File: src/rtl/bru_pkg.sv
// Shared widths and the predictor-update payload for the branch resolve unit.
package bru_pkg;

  localparam int unsigned ADDR_W = 32;
  localparam int unsigned IDX_W  = 5;
  localparam int unsigned GHR_W  = 5;

  typedef struct packed {
    logic [IDX_W-1:0]  ghpt_idx;
    logic              taken;
    logic [IDX_W-1:0]  btb_idx;
    logic [ADDR_W-1:0] target;
    logic              btb_write;
  } upd_entry_t;

endpackage

File: src/rtl/bru_update_fifo.sv
// Dual-push / single-pop circular queue of predictor updates.
// Push port 0 is always the older entry; a push beyond capacity is dropped and latched.
module bru_update_fifo
  import bru_pkg::*;
#(
  parameter int unsigned QDEPTH = 4
) (
  input  logic       clk,
  input  logic       Reset,
  input  logic       push0_i,
  input  upd_entry_t push0_data_i,
  input  logic       push1_i,
  input  upd_entry_t push1_data_i,
  input  logic       pop_i,
  output upd_entry_t head_o,
  output logic       valid_o,
  output logic       stall_o,
  output logic       overflow_err_o
);

  localparam int unsigned PTR_W = (QDEPTH > 1) ? $clog2(QDEPTH) : 1;
  localparam int unsigned CNT_W = $clog2(QDEPTH + 1);

  upd_entry_t       mem_q [QDEPTH];
  logic [PTR_W-1:0] wr_ptr_q, wr_ptr_d;
  logic [PTR_W-1:0] rd_ptr_q, rd_ptr_d;
  logic [CNT_W-1:0] count_q, count_d;
  logic             overflow_q, overflow_d;

  logic             pop_c, acc0_c, acc1_c;
  logic [CNT_W-1:0] free_c;
  logic [PTR_W-1:0] idx1_c;
  logic [1:0]       n_push_c;

  // Free slots this cycle include the one vacated by a simultaneous pop.
  always_comb begin
    pop_c      = pop_i & (count_q != '0);
    free_c     = CNT_W'(QDEPTH) - count_q + CNT_W'(pop_c);
    acc0_c     = push0_i & (free_c >= CNT_W'(1));
    acc1_c     = push1_i & (free_c >= (acc0_c ? CNT_W'(2) : CNT_W'(1)));
    idx1_c     = acc0_c ? wr_ptr_q + PTR_W'(1) : wr_ptr_q;
    n_push_c   = {1'b0, acc0_c} + {1'b0, acc1_c};
    wr_ptr_d   = wr_ptr_q + PTR_W'(n_push_c);
    rd_ptr_d   = rd_ptr_q + PTR_W'(pop_c);
    count_d    = count_q + CNT_W'(n_push_c) - CNT_W'(pop_c);
    overflow_d = overflow_q | (push0_i & ~acc0_c) | (push1_i & ~acc1_c);
  end

  always_ff @(posedge clk or posedge Reset) begin
    if (Reset) begin
      wr_ptr_q   <= '0;
      rd_ptr_q   <= '0;
      count_q    <= '0;
      overflow_q <= 1'b0;
    end else begin
      wr_ptr_q   <= wr_ptr_d;
      rd_ptr_q   <= rd_ptr_d;
      count_q    <= count_d;
      overflow_q <= overflow_d;
    end
  end

  // Storage needs no reset: nothing is presented while count is zero.
  always_ff @(posedge clk) begin
    if (acc0_c) mem_q[wr_ptr_q] <= push0_data_i;
    if (acc1_c) mem_q[idx1_c]   <= push1_data_i;
  end

  assign head_o         = mem_q[rd_ptr_q];
  assign valid_o        = (count_q != '0);
  assign stall_o        = (CNT_W'(QDEPTH) - count_q) < CNT_W'(2);
  assign overflow_err_o = overflow_q;

endmodule

File: src/rtl/branch_resolve_unit.sv
// Execute-stage branch resolution for two issue ways: flush/redirect and queued predictor training.
// Optional BTB training is enabled by defining BRU_BTB_UPDATE_EN.
module branch_resolve_unit
  import bru_pkg::*;
#(
  parameter int unsigned ADDR_W = bru_pkg::ADDR_W,
  parameter int unsigned IDX_W  = bru_pkg::IDX_W,
  parameter int unsigned GHR_W  = bru_pkg::GHR_W,
  parameter int unsigned QDEPTH = 4
) (
  input  logic              clk,
  input  logic              Reset,
  input  logic              w0_valid,
  input  logic              w1_valid,
  input  logic              w0_is_branch,
  input  logic              w1_is_branch,
  input  logic              w0_prediction,
  input  logic              w1_prediction,
  input  logic              w0_taken,
  input  logic              w1_taken,
  input  logic [ADDR_W-1:0] w0_pc,
  input  logic [ADDR_W-1:0] w1_pc,
  input  logic [ADDR_W-1:0] w0_pred_target,
  input  logic [ADDR_W-1:0] w1_pred_target,
  input  logic [ADDR_W-1:0] w0_target,
  input  logic [ADDR_W-1:0] w1_target,
  input  logic [IDX_W-1:0]  w0_ghpt_idx,
  input  logic [IDX_W-1:0]  w1_ghpt_idx,
  input  logic [GHR_W-1:0]  w0_ghr,
  input  logic [GHR_W-1:0]  w1_ghr,
  input  logic [IDX_W-1:0]  w0_btb_idx,
  input  logic [IDX_W-1:0]  w1_btb_idx,
  input  logic              oldest,
  output logic              Flush,
  output logic [ADDR_W-1:0] redirect_pc,
  output logic [GHR_W-1:0]  ghr_restore,
  output logic              stall,
  output logic              upd_valid,
  input  logic              upd_ready,
  output logic [IDX_W-1:0]  upd_ghpt_idx,
  output logic              upd_taken,
  output logic              upd_btb_write,
  output logic [IDX_W-1:0]  upd_btb_idx,
  output logic [ADDR_W-1:0] upd_btb_target
);

  logic              res0_c, res1_c, mis0_c, mis1_c;
  logic              o_res_c, o_mis_c, y_res_c, y_mis_c;
  logic [ADDR_W-1:0] cpc0_c, cpc1_c;
  logic [GHR_W-1:0]  ghr0_c, ghr1_c;
  upd_entry_t        e0_c, e1_c, o_ent_c, y_ent_c;
  logic              push0_c, push1_c;
  upd_entry_t        push0_data_c;
  logic              flush_src_c;

  logic              flush_q, flush_d;
  logic [ADDR_W-1:0] redirect_pc_q, redirect_pc_d;
  logic [GHR_W-1:0]  ghr_restore_q, ghr_restore_d;

  upd_entry_t        head;
  logic              overflow_err;

  assign res0_c = w0_valid & w0_is_branch;
  assign res1_c = w1_valid & w1_is_branch;
  assign mis0_c = res0_c & ((w0_prediction != w0_taken) | (w0_taken & (w0_pred_target != w0_target)));
  assign mis1_c = res1_c & ((w1_prediction != w1_taken) | (w1_taken & (w1_pred_target != w1_target)));

  assign cpc0_c = w0_taken ? w0_target : w0_pc + ADDR_W'(4);
  assign cpc1_c = w1_taken ? w1_target : w1_pc + ADDR_W'(4);
  assign ghr0_c = {w0_ghr[GHR_W-2:0], w0_taken};
  assign ghr1_c = {w1_ghr[GHR_W-2:0], w1_taken};

  // Per-way update payloads; BTB fields stay zero when BTB training is disabled.
  always_comb begin
    e0_c          = '0;
    e1_c          = '0;
    e0_c.ghpt_idx = w0_ghpt_idx;
    e0_c.taken    = w0_taken;
    e1_c.ghpt_idx = w1_ghpt_idx;
    e1_c.taken    = w1_taken;
`ifdef BRU_BTB_UPDATE_EN
    e0_c.btb_idx   = w0_btb_idx;
    e0_c.target    = w0_target;
    e0_c.btb_write = w0_taken;
    e1_c.btb_idx   = w1_btb_idx;
    e1_c.target    = w1_target;
    e1_c.btb_write = w1_taken;
`endif
  end

  // Older/younger view; a mispredicting older way puts the younger on the wrong path.
  always_comb begin
    o_res_c      = oldest ? res1_c : res0_c;
    o_mis_c      = oldest ? mis1_c : mis0_c;
    y_res_c      = oldest ? res0_c : res1_c;
    y_mis_c      = oldest ? mis0_c : mis1_c;
    o_ent_c      = oldest ? e1_c : e0_c;
    y_ent_c      = oldest ? e0_c : e1_c;
    push0_c      = o_res_c | (y_res_c & ~o_mis_c);
    push0_data_c = o_res_c ? o_ent_c : y_ent_c;
    push1_c      = o_res_c & y_res_c & ~o_mis_c;
    flush_src_c  = o_mis_c ? oldest : ~oldest;
  end

  always_comb begin
    flush_d       = o_mis_c | y_mis_c;
    redirect_pc_d = redirect_pc_q;
    ghr_restore_d = ghr_restore_q;
    if (flush_d) begin
      redirect_pc_d = flush_src_c ? cpc1_c : cpc0_c;
      ghr_restore_d = flush_src_c ? ghr1_c : ghr0_c;
    end
  end

  always_ff @(posedge clk or posedge Reset) begin
    if (Reset) begin
      flush_q       <= 1'b0;
      redirect_pc_q <= '0;
      ghr_restore_q <= '0;
    end else begin
      flush_q       <= flush_d;
      redirect_pc_q <= redirect_pc_d;
      ghr_restore_q <= ghr_restore_d;
    end
  end

  bru_update_fifo #(
    .QDEPTH (QDEPTH)
  ) u_fifo (
    .clk            (clk),
    .Reset          (Reset),
    .push0_i        (push0_c),
    .push0_data_i   (push0_data_c),
    .push1_i        (push1_c),
    .push1_data_i   (y_ent_c),
    .pop_i          (upd_ready),
    .head_o         (head),
    .valid_o        (upd_valid),
    .stall_o        (stall),
    .overflow_err_o (overflow_err)
  );

  a_no_overflow: assert property (@(posedge clk) disable iff (Reset) !overflow_err);

  assign Flush        = flush_q;
  assign redirect_pc  = redirect_pc_q;
  assign ghr_restore  = ghr_restore_q;
  assign upd_ghpt_idx = head.ghpt_idx;
  assign upd_taken    = head.taken;

`ifdef BRU_BTB_UPDATE_EN
  assign upd_btb_write  = head.btb_write;
  assign upd_btb_idx    = head.btb_idx;
  assign upd_btb_target = head.target;
`else
  logic unused_btb;
  assign unused_btb     = ^{head.btb_idx, head.target, head.btb_write, w0_btb_idx, w1_btb_idx};
  assign upd_btb_write  = 1'b0;
  assign upd_btb_idx    = '0;
  assign upd_btb_target = '0;
`endif

endmodule

File: config.mk
export PLATFORM = sky130hd
export DESIGN_NAME = branch_resolve_unit
export DESIGN_NICKNAME = d
export VERILOG_FILES = /design/src/rtl/bru_pkg.sv /design/src/rtl/bru_update_fifo.sv /design/src/rtl/branch_resolve_unit.sv
export SDC_FILE = /design/constraint.sdc
export NUM_CORES = 1
export LEC_CHECK = 0
export CELL_PAD_IN_SITES_DETAIL_PLACEMENT = 0
export CELL_PAD_IN_SITES_GLOBAL_PLACEMENT = 1
export CORE_ASPECT_RATIO = 0.9
export CORE_MARGIN = 2
export CORE_UTILIZATION = 32
export CTS_CLUSTER_DIAMETER = 100
export DETAILED_ROUTE_END_ITERATION = 8
export PLACE_DENSITY_LB_ADDON = 0.1
export SLEW_MARGIN = 20
export SYNTH_ARGS = -nofsm -noshare
export SYNTH_HDL_FRONTEND = slang
export SYNTH_SLANG_ARGS = --single-unit
File: constraint.sdc
create_clock -name clk -period 8.4 [get_ports clk]
set_input_delay 0.84 -clock clk [delete_from_list [all_inputs] [get_ports clk]]
set_output_delay 0.84 -clock clk [all_outputs]
set_load 0.01 [all_outputs]
Yosys cells after proc, flatten, opt, wreduce, memory -nomap -nowiden
Memories as Yosys holds them, arrays and structs flattened.
Cells that the tools add are included.
{"block": "totals", "reg_bits": 45, "latchBits": 0, "ramBits": 176, "mem_bits_ro": 0, "input_bits": 234, "output_inout_bits": 84, "word_cells": 61, "n_memories": 1}
{"name": "u_fifo.mem_q", "words": 4, "word_bits": 44, "read_ports": 1, "rd_clocked_by_memory_dff": 0, "wr": 2, "line_no": "bru_update_fifo.sv:24", "text": "upd_entry_t mem_q [QDEPTH];"}
{"block": "classes", "addsub": 10, "n_mul": 0, "n_div": 0, "n_lt_le_gt_ge": 3, "n_eq_ne": 4, "n_shift": 0, "muxes": 18, "bitwise": 18, "n_reduce_logical": 1}
{"op": "two-way mux 44 bit", "count": 3}
{"op": "two-way mux 32 bit", "count": 3}
{"op": "adder 32 x 3 -> 32 bit (second input constant)", "count": 2}
{"op": "!= test 32 bit", "count": 2}
{"op": "bitwise AND 1 bit", "count": 12}
{"op": "two-way mux 1 bit", "count": 9}
{"op": "two-way mux 5 bit", "count": 1}
{"op": "two-way mux 2 bit", "count": 2}
{"op": "bitwise OR 1 bit", "count": 4}
{"op": "adder 3 x 1 -> 3 bit", "count": 1}
{"op": "adder 3 x 2 -> 3 bit", "count": 1}
{"op": "greater-or-equal comparator 3 x 1 -> 1 bit (second input constant)", "count": 1}
{"op": "greater-or-equal comparator 3 bit", "count": 1}
{"op": "< comparator 3 x 2 -> 1 bit (second input constant)", "count": 1}
{"op": "nonzero test 3 bit", "count": 1}
{"op": "subtractor 3 x 1 -> 3 bit", "count": 1}
{"op": "subtractor 3 bit (first input constant)", "count": 1}
{"op": "adder 1 x 1 -> 2 bit", "count": 1}
{"op": "adder 2 x 1 -> 2 bit", "count": 1}
{"op": "adder 2 x 1 -> 2 bit (second input constant)", "count": 1}
{"op": "adder 2 bit", "count": 1}
{"op": "!= test 1 bit", "count": 2}
{"op": "NOT 1 bit", "count": 2}

Longest topological paths before layout
{"block": "depth", "ltp_word": 15, "ltp_mapped": 20, "mapped_depth_nobuf": 19}

Modules after synthesis
From an unflattened synthesis, not the netlist that was laid out.
{"block": "hier_totals", "hier_cells": 1116, "area_unflattened_um2": 14088.5}
{"mod": "bru_update_fifo", "instances": 1, "cells_per_inst": 503, "area_per_inst_um2": 9260.1, "seq_area_each_um2": 5485.3}
{"mod": "branch_resolve_unit", "instances": 1, "cells_per_inst": 613, "area_per_inst_um2": 4828.4, "seq_area_each_um2": 950.9}

Least setup slack after synthesis
Ideal clock, no wire load.
{"block": "synth_timing", "kind": "input to register", "start": "input port upd_ready", "end": "register u_fifo.count_q[2]", "setup_time_ns": 0.123, "arrival_time_ns": 3.994, "required_ns": 8.277, "path_slack_ns": 4.284, "path_stages": 15, "path_buffers": 1, "path_cell_list": "nor2b_1 ha_1 ha_1 nand2b_1 o21ai_2 ha_1 nand2b_1 a211oi_2 nor4bb_4 buf_6 o21ba_2 ha_1 ha_1 fa_1 xnor2_1"}
{"block": "synth_between", "elab_chain_len": 10}
{"element": "from (decl)", "line_no": "branch_resolve_unit.sv:39", "text": "input logic upd_ready,"}
{"element": "bitwise AND 1 bit (*)", "line_no": "bru_update_fifo.sv:37", "text": "pop_c = pop_i & (count_q != '0);"}
{"element": "adder 3 x 1 -> 3 bit", "line_no": "bru_update_fifo.sv:38", "text": "free_c = CNT_W'(QDEPTH) - count_q + CNT_W'(pop_c);"}
{"element": "greater-or-equal comparator 3 x 1 -> 1 bit", "line_no": "bru_update_fifo.sv:39", "text": "acc0_c = push0_i & (free_c >= CNT_W'(1));"}
{"element": "bitwise AND 1 bit", "line_no": "bru_update_fifo.sv:39"}
{"element": "two-way mux 2 bit", "line_no": "bru_update_fifo.sv:40", "text": "acc1_c = push1_i & (free_c >= (acc0_c ? CNT_W'(2) : CNT_W'(1)));"}
{"element": "greater-or-equal comparator 3 bit", "line_no": "bru_update_fifo.sv:40"}
{"element": "bitwise AND 1 bit", "line_no": "bru_update_fifo.sv:40"}
{"element": "adder 1 x 1 -> 2 bit", "line_no": "bru_update_fifo.sv:42", "text": "n_push_c = {1'b0, acc0_c} + {1'b0, acc1_c};"}
{"element": "adder 3 x 2 -> 3 bit", "line_no": "bru_update_fifo.sv:45", "text": "count_d = count_q + CNT_W'(n_push_c) - CNT_W'(pop_c);"}
{"element": "subtractor 3 x 1 -> 3 bit (*)", "line_no": "bru_update_fifo.sv:45"}
{"element": "named net u_fifo.count_d[2]", "line_no": "bru_update_fifo.sv:27", "text": "logic [CNT_W-1:0] count_q, count_d;"}
{"element": "to (signal assigned)", "line_no": "bru_update_fifo.sv:58", "text": "count_q <= count_d;"}
{"element": "to (decl)", "line_no": "bru_update_fifo.sv:27"}
Mark *: on every way through the listed nets, which the timed path passes. The rest lies on a longest branch.
A chain may end at the register's enable or synchronous reset.

Worst setup path after layout
Same ends and word-level chain as after synthesis.

==> results.cfg <==
[final_layout]
final_nets = 1218
multi_input_area_um2 = 4227
fill_cells = 1937
syn2layout_area_growth_pct = 46.06
diodes = 0
final_common_cell = clkdlybuf4s50_1
regArea_um2 = 1847
final_cell_mix = clkdlybuf4s50_1 (266), nand2_1 (61), nor2_1 (61)
drive_above_1_share_pct = 9.691

[logic_synthesis]
synth_top_family_by_area = simple AND/OR/NAND/NOR gates
synthXorXnorAreaFrac_pct = 16.44
synth_cell_types = 57
ys_warn_count = 0
yosysSeqAreaShare_pct = 28.44
syn_area_per_cell_um2 = 9.119
synth_compound_area_share_pct = 10.31
syn_inst = 712
synth_ff_type = dfrtp_1
synth-edff-count = 24
synth-simple-area-share_pct = 17.81
synthMuxAreaShare_pct = 14.53
ys_ff_latch = 69
postSynth.asyncResetShare_pct = 65.22
syn_area_um2 = 6492
yosys.area_share.adder_pct = 3.777

[floorplan]
start_util_pct = 32.58
rows = 49
dieArea_um2 = 21450
die_w_um = 154.1
core_um2 = 19930
die_h_um = 139.1
io_pins = 318

[worst_setup_path]
arrival_ns = 5.04
worstSetupStartpoint = upd_ready
worst_ep_required_time_ns = 8.63
r2r_cells = 19
crit_path_frequent_cell = ha_1
critical_path_depth = 17
cp-start-kind = input port
crit_path_end_kind = flop
r2r_end = u_fifo.count_q[2]
critical_path_class = in2reg
cp-endpoint = u_fifo.count_q[2]
critPathSlowestCell = nor4bb_4
timing.rr.start = u_fifo.count_q[0]
crit_path_max_incr_delay_ns = 0.66
critPathTopFamily = adder cells
reg2reg_setup_slack_ns = 3.75
critical_path.max_fanout = 6
crit_chain = clkdlybuf4s50_1, nor2b_1, ha_1, ha_1, nand2b_1, o21ai_2, ha_1, nand2b_1, a211oi_2, nor4bb_4, o21ba_2, ha_1, inv_1, ha_1, inv_1, fa_1, xnor2_1
cp_num_buf_inv = 3

[clocking]
worstSkewPairLatency_ns = 0.34
cts_root_buf = clkbuf_16
clk_pin_slew_ns = 0.06
cts_resized = 0
numCtsBuffers = 9
cts.sink_count = 69
cts_tree = built
cts_max_level = 3
cts_hold_buf = 0
cts_max_path_buffers = 2
postCtsSetupBuffers = 0

[min_path]
hp-class = reg2reg

[global_routing]
track_usage_pct = 21.38
grt_pass1_vias = 5852
antenna_found_initial = 0
overflow = 0
grt_max_degree = 70
grt_pass1_wl_um = 34340

[placed_design]
io_buffers = 267
dp_slack_ns = 3.208
place.gp.congestion = 0.8459
hpwl_um = 18880

[sta]
rsz0062_at_grt = no
fin_crit_ns = 4.816
tns_ns = 0
fmax_mhz = 207.6
slew_violations = 0
fin_worst_skew_ns = 0.008457
tightest_slew_ns = 0.7363
relSlewSlack_pct = 50.49
setup_violations = 0
finalCritPeriodShare_pct = 57.34
hold_viol = 0
setup_slack_ns = 3.584

[route]
via_per_inst = 4.743
wire_per_inst_um = 18.70
drc_errors = 0
drtIter0Drc = 259
drtPass1Iterations = 4
routed_wl_um = 22910
ant_nets = 0
num_vias = 5810

[pwr]
p_per_area_nw_per_um2 = 183.9
leakagePower_nw = 3.646
vdd_drop_max_uv = 99.31

[status]
status = completed

[flow_run]
cap_violations = 0
-- sequential cells by signal, summed over array words and instances, names as in the netlist --
signal           cells
redirect_pc         32
u_fifo.mem_q        24
ghr_restore          5
u_fifo.count_q       3
u_fifo.rd_ptr_q      2
u_fifo.wr_ptr_q      2
Flush                1
-- routing by layer --
metal	vias up	global-route usage [%]	wire length, µm
met4	0	4.771	324
met5	-	0	0
li1	2942	-	-
met3	18	5.625	1609
met1	2662	27.32	10060
met2	188	36.28	10910
-- stage by stage --
stage	power [W]	cells	hold slack, ns	utilization, %	instance area (µm²)
finish	0.001744	1225	0.5105	47.59	9483
global route	0.001852	1225	0.5312	47.59	9483
CTS	0.001766	1225	0.5168	47.59	9483
detailed placement	0.001358	1209	0.4990	46.05	9176
global placement	0.001349	1209	0.4913	46.05	9176
floorplan	0.0009961	749	0.4769	-	6631
-- worst min path at each step --
| stage | slack (ns) | cells after the start | from | to |
|---|---|---|---|---|
| floorplan | 0.48 | 1 | u_fifo.rd_ptr_q[0] | u_fifo.rd_ptr_q[0] |
| global placement | 0.49 | 1 | redirect_pc[17] | redirect_pc[17] |
| detailed placement | 0.50 | 1 | redirect_pc[1] | redirect_pc[1] |
| CTS | 0.52 | 1 | redirect_pc[1] | redirect_pc[1] |
| global route | 0.53 | 1 | redirect_pc[17] | redirect_pc[17] |
| finish | 0.51 | 1 | redirect_pc[1] | redirect_pc[1] |
-- power by group --
part           switching, W  internal [W]  leakage [nW]
clock              0.000167      0.000234         0.141
sequential        0.0000587      0.000445         0.729
combinational      0.000398      0.000441          2.78
-- synth_stat cells, drive strengths merged (7+ instances only) --
master,count,area [µm²]
nor2,65,254.0
nand4,18,118.9
mux2i,39,402.9
inv,21,78.83
clkbuf,21,122.6
ha,18,225.2
nand2,61,229.0
nand3,24,125.1
nor4,12,90.09
o21ai,37,188.9
buf,45,350.3
a21oi,43,215.2
dfrtp,45,1126
and4,7,62.56
xnor2,61,541.8
mux2,36,405.4
xor2,60,525.5
and3,9,56.30
nor3,11,75.07
edfxtp,24,720.7
-- final cells by class --
class,instances,area share (%)
Timing Repair Buffer,272,28.53
Sequential cell,69,19.47
Inverter,21,0.8312
Multi-Input combinational cell,592,44.57
Tap cell,255,3.365
Clock inverter,7,0.8576
Clock buffer,9,2.375
-- kinds of logic (layout without fill, tap and decap cells) --
kind of cell,Yosys count,count (layout)
muxes,81,81
DFF,69,69
xor gates and xnor gates,121,121
buffers and inverters,88,309
other,1,38
AOI/OAI and AO/OA,107,107
adders and majority gates,19,19
and+or+nand+nor,226,226
-- worst register-to-register path, cell delays in order, from the launching register on --
cell,delay [ns]
dfrtp_1,0.34
inv_1,0.06
ha_1,0.19
ha_1,0.19
nor2b_1,0.33
ha_1,0.23
ha_1,0.24
nand2b_1,0.16
o21ai_2,0.29
ha_1,0.18
nand2b_1,0.11
a211oi_2,0.11
nor4bb_4,0.66
o21ba_2,0.31
ha_1,0.20
inv_1,0.06
ha_1,0.27
inv_1,0.05
fa_1,0.42
xnor2_1,0.13
Note: power is estimated with default switching activity, not from simulation.
